## src/rtl/food_placer.sv

```systemverilog
// Food placement FSM: samples random coordinates, checks occupancy, latches the first free cell.
// Define FOOD_FALLBACK_SCAN_EN to fall back to a raster scan of the grid when random tries run out.
module food_placer #(
   parameter int X_MAX     = 160,
   parameter int Y_MAX     = 120,
   parameter int MAX_TRIES = 16
) (
   input  logic       clk,
   input  logic       resetn,
   input  logic       place_req,
   input  logic [7:0] rand_x,
   input  logic [6:0] rand_y,
   output logic       rand_en,
   output logic [7:0] occ_x,
   output logic [6:0] occ_y,
   input  logic       occ_hit,
   output logic [7:0] food_x,
   output logic [6:0] food_y,
   output logic       food_valid,
   output logic       busy,
   output logic       fail
);

   localparam int TW = $clog2(MAX_TRIES + 1);
   localparam logic [TW-1:0] TRY_LIM = TW'(MAX_TRIES);
   localparam logic [8:0]    X_LIM   = 9'(X_MAX);
   localparam logic [7:0]    Y_LIM   = 8'(Y_MAX);
`ifdef FOOD_FALLBACK_SCAN_EN
   localparam logic [7:0]    X_LAST  = 8'(X_MAX - 1);
   localparam logic [6:0]    Y_LAST  = 7'(Y_MAX - 1);
`endif

   typedef enum logic [1:0] {
      IDLE,
      SAMPLE,
      CHECK
`ifdef FOOD_FALLBACK_SCAN_EN
      , SCAN
`endif
   } state_t;

   state_t          state;
   logic [TW-1:0]   tries;
   logic [TW-1:0]   tries_nxt;
   logic            oob;
   logic            try_used;
   logic            exhausted;
`ifdef FOOD_FALLBACK_SCAN_EN
   logic            scan_chk;
`endif

   // A try is consumed by an out-of-bounds sample or an occupied lookup.
   always_comb begin
      tries_nxt = tries + 1'b1;
      oob       = ({1'b0, rand_x} >= X_LIM) || ({1'b0, rand_y} >= Y_LIM);
      try_used  = ((state == SAMPLE) && oob) || ((state == CHECK) && occ_hit);
      exhausted = try_used && (tries_nxt == TRY_LIM);
   end

   always_ff @(posedge clk or negedge resetn) begin
      if (!resetn) begin
         state      <= IDLE;
         tries      <= '0;
         occ_x      <= '0;
         occ_y      <= '0;
         food_x     <= '0;
         food_y     <= '0;
         food_valid <= 1'b0;
         busy       <= 1'b0;
         fail       <= 1'b0;
         rand_en    <= 1'b0;
`ifdef FOOD_FALLBACK_SCAN_EN
         scan_chk   <= 1'b0;
`endif
      end else begin
         fail <= 1'b0;
         if (try_used)
            tries <= tries_nxt;
         if (exhausted) begin
            rand_en <= 1'b0;
`ifdef FOOD_FALLBACK_SCAN_EN
            state    <= SCAN;
            scan_chk <= 1'b0;
            occ_x    <= '0;
            occ_y    <= '0;
`else
            state <= IDLE;
            busy  <= 1'b0;
            fail  <= 1'b1;
`endif
         end else begin
            case (state)
               IDLE: begin
                  if (place_req) begin
                     food_valid <= 1'b0;
                     tries      <= '0;
                     state      <= SAMPLE;
                     rand_en    <= 1'b1;
                     busy       <= 1'b1;
                  end
               end
               SAMPLE: begin
                  // Out-of-bounds samples stay here with rand_en still high.
                  if (!oob) begin
                     occ_x   <= rand_x;
                     occ_y   <= rand_y;
                     rand_en <= 1'b0;
                     state   <= CHECK;
                  end
               end
               CHECK: begin
                  if (!occ_hit) begin
                     food_x     <= occ_x;
                     food_y     <= occ_y;
                     food_valid <= 1'b1;
                     busy       <= 1'b0;
                     state      <= IDLE;
                  end else begin
                     rand_en <= 1'b1;
                     state   <= SAMPLE;
                  end
               end
`ifdef FOOD_FALLBACK_SCAN_EN
               SCAN: begin
                  // Address cycle, then evaluate cycle: one lookup per two clocks.
                  if (!scan_chk) begin
                     scan_chk <= 1'b1;
                  end else if (!occ_hit) begin
                     food_x     <= occ_x;
                     food_y     <= occ_y;
                     food_valid <= 1'b1;
                     busy       <= 1'b0;
                     state      <= IDLE;
                  end else if ((occ_x == X_LAST) && (occ_y == Y_LAST)) begin
                     fail  <= 1'b1;
                     busy  <= 1'b0;
                     state <= IDLE;
                  end else begin
                     scan_chk <= 1'b0;
                     if (occ_x == X_LAST) begin
                        occ_x <= '0;
                        occ_y <= occ_y + 1'b1;
                     end else begin
                        occ_x <= occ_x + 1'b1;
                     end
                  end
               end
`endif
               default: state <= IDLE;
            endcase
         end
      end
   end

endmodule

```

## config.mk

```make
export PLATFORM = sky130hd
export DESIGN_NAME = food_placer
export DESIGN_NICKNAME = d
export VERILOG_FILES = /design/src/rtl/food_placer.sv
export SDC_FILE = /design/constraint.sdc
export NUM_CORES = 1
export LEC_CHECK = 0
export ABC_AREA = 1
export CORE_UTILIZATION = 45
export CTS_BUF_LIST = sky130_fd_sc_hd__clkbuf_8
export DETAILED_ROUTE_END_ITERATION = 7
export GPL_TIMING_DRIVEN = 0
export PLACE_DENSITY = 0.81
export SETUP_SLACK_MARGIN = 0.05
export SYNTH_ARGS = -nofsm -noshare
export SYNTH_HDL_FRONTEND = slang
export SYNTH_SLANG_ARGS = --single-unit
```

## constraint.sdc

```tcl
create_clock -name clk -period 1.75 [get_ports clk]
set_clock_uncertainty 0.15 [all_clocks]
set_input_delay 0.35 -clock clk [delete_from_list [all_inputs] [get_ports clk]]
set_output_delay 0.35 -clock clk [all_outputs]
set_load 0.02 [all_outputs]
```

Yosys cells after proc, flatten, opt, wreduce, memory -nomap -nowiden
Cells that the tools add are included. W data, S select, Z words.

Add/subtract/negate cells: 1. Magnitude comparators: 2. Equality and inequality tests: 9. Muxes and demuxes: 21. Bitwise operators: 3. Reduce and logical (&&, ||, !) cells: 15.

Operators with widths (number): $mux W5 (4); $ne A3 B3 Y1 const B (4); $mux W1 (10); $reduce_and A3 Y1 (3); $ge A8 B8 Y1 const B (1); $reduce_and A4 Y1 (2); $ge A7 B7 Y1 const B (1); $mux W2 (3); $pmux W2 S3 (1); $add A5 B1 Y5 const B (1); $eq A5 B5 Y1 const B (1); $ne A2 B2 Y1 const B (2); $pmux W1 S2 (2); $reduce_bool A4 Y1 (1); $logic_and A1 B1 Y1 (3); $not A1 Y1 (3); $pmux W1 S3 (1); $reduce_bool A3 Y1 (1); $eq A2 B1 Y1 const B (1); $eq A2 B2 Y1 const B (1); $logic_not A2 Y1 (1); $logic_or A1 B1 Y1 (2); $reduce_and A2 Y1 (1); $reduce_bool A2 Y1 (1).

Register bits after elaboration: 41. Bits of input ports: 19. Output and inout port bits: 34. Logic and storage cells: 61.

Depth between registers and ports, before layout
Depth in word-level cells: 8. Depth in mapped cells: 12. Gate-level depth less buffers: 11.

Worst setup path before layout
OpenSTA, ideal clock, no wires.

Kind: reg2reg. Start point: register tries[0]. End point: register occ_x[0]. Library setup time: 0.116 ns. Arrival: 1.448 ns. Slack: 0.036 ns. Cell stages (with the launch flop): 11. Buffers on the path: 1. Clock period less this slack: 1.714 ns. Path through: dfrtp_1 -> ha_1 -> nand2_1 -> nand2_2 -> nor2_4 -> nand2_4 -> nor2_8 -> nand2_8 -> buf_2 -> nand4_1 -> nand2_2.

Longest elaborated chain between the ends: 5.

RTL lines: start: declaration (line 43) `logic [TW-1:0] tries;`; start signal: assignment (line 78) `tries <= tries_nxt;`; $add A5 B1 Y5 (line 54) `tries_nxt = tries + 1'b1;`; $eq A5 B5 Y1 (line 57) `exhausted = try_used && (tries_nxt == TRY_LIM);`; $logic_and A1 B1 Y1 (line 57); $not A1 Y1 (no line); $reduce_and A3 Y1 (no line); end signal: assignment (line 105) `occ_x <= rand_x;`; end: declaration (line 14) `output logic [7:0] occ_x,`.

Every way passes these cells. A chain may end at the register's enable or synchronous reset.

Worst setup path after layout
Start point: input rand_x[6]. End point: register occ_y[5].

Longest elaborated chain between the ends: 7. Elaborated cells between the ends (all ways): 8.

RTL lines: start: declaration (line 11) `input logic [7:0] rand_x,`; $ge A8 B8 Y1 (*) (line 55) `oob = ({1'b0, rand_x} >= X_LIM) || ({1'b0, rand_y} >= Y_LIM);`; $logic_or A1 B1 Y1 (*) (line 55); $logic_and A1 B1 Y1 (line 56) `try_used = ((state == SAMPLE) && oob) || ((state == CHECK) && occ_hit);`; $logic_or A1 B1 Y1 (line 56); $logic_and A1 B1 Y1 (line 57); $not A1 Y1 (no line); $reduce_and A3 Y1 (no line) (*); end signal: assignment (line 106) `occ_y <= rand_y;`; end: declaration (line 15) `output logic [6:0] occ_y,`.

Mark *: on every way between the ends. The rest lies on a longest branch, timed or not.

==> run metrics <==
outcome=finished with violations; failing checks=setup timing; TritonRoute pass-1 iters=5; Placer Congestion=between 0.7 and 0.8; DR WL/cell=about 15 µm; Root Buffer=clkbuf_8; DRC=0; syn_nets=211; via count=1630; Die X=about 68 µm; Mapped Area=0.00193 mm²; Static Leak=approximately 1.5 nW; Max Cap Violations=0; sequential element share of the synthesized area=0.531; Final setup viols=17; IO buf count=52; first-pass GRT wire length=7250 µm; Arrival @ worst endpoint=1.91 ns; initial antenna violation count=0; placed wire-length estimate=about 3000 µm; dpl ws=-0.405 ns; CTS tree=done; share of cells above drive strength 1=0.348; Max FO, Critical Path=8; commonest non-fill, non-tap cell in the layout=dfrtp_1; largest net degree at the start of global routing=24; initial drt markers=87; fin util=0.713; post-synthesis average cell area=~10 µm²; DR vias/cell=~5.2; io pins=53; post-synth top area cell=dfrtp_1; Final min period=roughly 1.9 ns; antenna cell count=0; H-tree Lvls=2; post-synth top area share=0.531; clk sinks=41; Final nets=284; Reg clk slew, reported paths=~0.08 ns; RSZ-0062 raised after global routing=true; Initial Utilization=0.476; Total GRT Usage=0.223; Post-Synthesis Cells=190; switching pwr=just over 2 mW; fmax=approximately 0.54 GHz; DRT antenna net count=0; die area=roughly 0.0046 mm²; startpoint types=input port; CP Data Required Time=~1.8 ns; CTS max path bufs=2; Power Internal=~2.9 mW; Hold Vio Cnt, Final=0; Worst slew margin=0.695; CP Class=in -> reg; clk_lat worst skew=0.30 ns; CP Capture Type=flip-flop; Total Wirelength=roughly 4700 µm; vias in the first global route=~1500; clock power share=0.162; largest cells by area after synthesis=dfrtp_1, mux2_2, nand2_1; Comb power frac=0.496; Sw Ratio=0.415; worst hold slack=0.339 ns; placed inst area=0.00254 mm²; gr ovfl total=0; Placed Cells=293; Setup TNS Final=-1.44 ns; Netlist cell types=22; Slew Limit Fails=0; hold crit path type=reg -> reg; Max VDD drop=0.000821 V; Worst-Margin Slew=0.458 ns; CTS Buf Count=5; Final period util=1.06; final worst slack=-0.106 ns; row count=23; Non-Filler Instances=314; pwr dens=between 1500 and 2000 mW/mm²; YS warnings=0; most frequent cells in the layout=dfrtp_1, dlygate4sd2_1, nand2_2, nand2_1, nand4_1; Seq cells post-synth=41; Finished Cell Area=roughly 0.0029 mm²; Syn-to-layout area delta=49.6%; core area=slightly above 0.004 mm²; Tot Pwr=4.94 mW; Die H=around 68 µm; Seq pwr share=0.341
-- kinds of logic (layout without fill, tap and decap cells) --
| logic type | count (synthesis) | in the layout | share of synthesized area |
|---|---|---|---|
| adder cells (fa/ha/maj) | 2 | 2 | 0.0129 |
| XOR/XNOR | 1 | 1 | 0.00453 |
| AND/OR/NAND/NOR | 96 | 96 | 0.280 |
| buffers and inverters | 25 | 99 | 0.0583 |
| multiplexers | 15 | 15 | 0.0874 |
| AO/OA/AOI/OAI | 10 | 10 | 0.0259 |
| flip-flops | 41 | 41 | 0.531 |
-- metal layers --
layer | GRT usage | routed length (µm) | share of wire
met1 | 0.295 | 1930 | 0.41
met2 | 0.343 | 2400 | 0.51
met3 | 0.0389 | 244 | 0.052
met4 | 0.125 | 119 | 0.025
met5 | 0 | 0 | 0
-- final timing paths --
path / start / to / slack, ns / cells past startpoint
max: rand_x[6] / occ_y[5]$_DFFE_PN0P_ / -0.11 / 10
min in group asynchronous: resetn / food_x[3]$_DFFE_PN0P_ / 0.37 / 2
max in group asynchronous: resetn / busy$_DFFE_PN0P_ / 0.60 / 3
max reg2reg: tries[0]$_DFF_PN0_ / occ_y[5]$_DFFE_PN0P_ / -0.05 / 11
min reg2reg: rand_en$_DFFE_PN0P_ / rand_en$_DFFE_PN0P_ / 0.34 / 2
min: rand_en$_DFFE_PN0P_ / rand_en$_DFFE_PN0P_ / 0.34 / 2
-- area by class of cell --
cell class | count | area, µm²
fill | 285 | 1160
tap | 50 | 62.6
clock inverter | 2 | 33.8
multi-input combinational | 124 | 895
timing repair buffer | 66 | 656
inverter | 20 | 80.1
sequential | 41 | 1030
buffer | 5 | 57.6
clock buffer | 6 | 82.6
-- synthesized netlist by cell type (all sizes together) --
| library cell | instances |
|---|---|
| dfrtp | 41 |
| nand3 | 7 |
| a21oi | 6 |
| nand4 | 18 |
| o21ai | 4 |
| nand2 | 61 |
| inv | 20 |
| mux2 | 15 |
| clkbuf | 2 |
| xnor2 | 1 |
| ha | 2 |
| buf | 3 |
| nor2 | 10 |
-- registers in the layout, indices dropped and copies added (netlist names) --
signal	count
food_y	7
occ_x	8
fail	1
tries	5
state	2
food_valid	1
busy	1
rand_en	1
occ_y	7
food_x	8
-- power by group through the flow --
stage,Sequential [mW],Combinational [mW],Clock [mW]
floorplan,2.08,0.957,0
global placement,1.67,2.28,0
detailed placement,1.69,2.33,0
CTS,1.67,2.31,0.811
global route,1.74,2.66,0.837
finish,1.68,2.45,0.802
-- worst max-delay path: stages --
cell and delay (ns):
clkdlybuf4s50_1 0.44, o21ai_0 0.26, nand2_2 0.12, nand2_2 0.10, nand2_4 0.10, nand2_8 0.12, nand3_4 0.14, buf_16 0.19
nand2_4 0.06, nand2_2 0.04
-- timing repair --
action	4_1_cts	5_1_grt
gates cloned	2	0
endpoints found under the hold margin	18	0
pin swaps	4	6
hold buffers	1	0
buffers inserted	7	3
endpoints found under the setup margin	59	29
resized for setup	61	16
No activity file was read; power rests on OpenSTA's default activity.
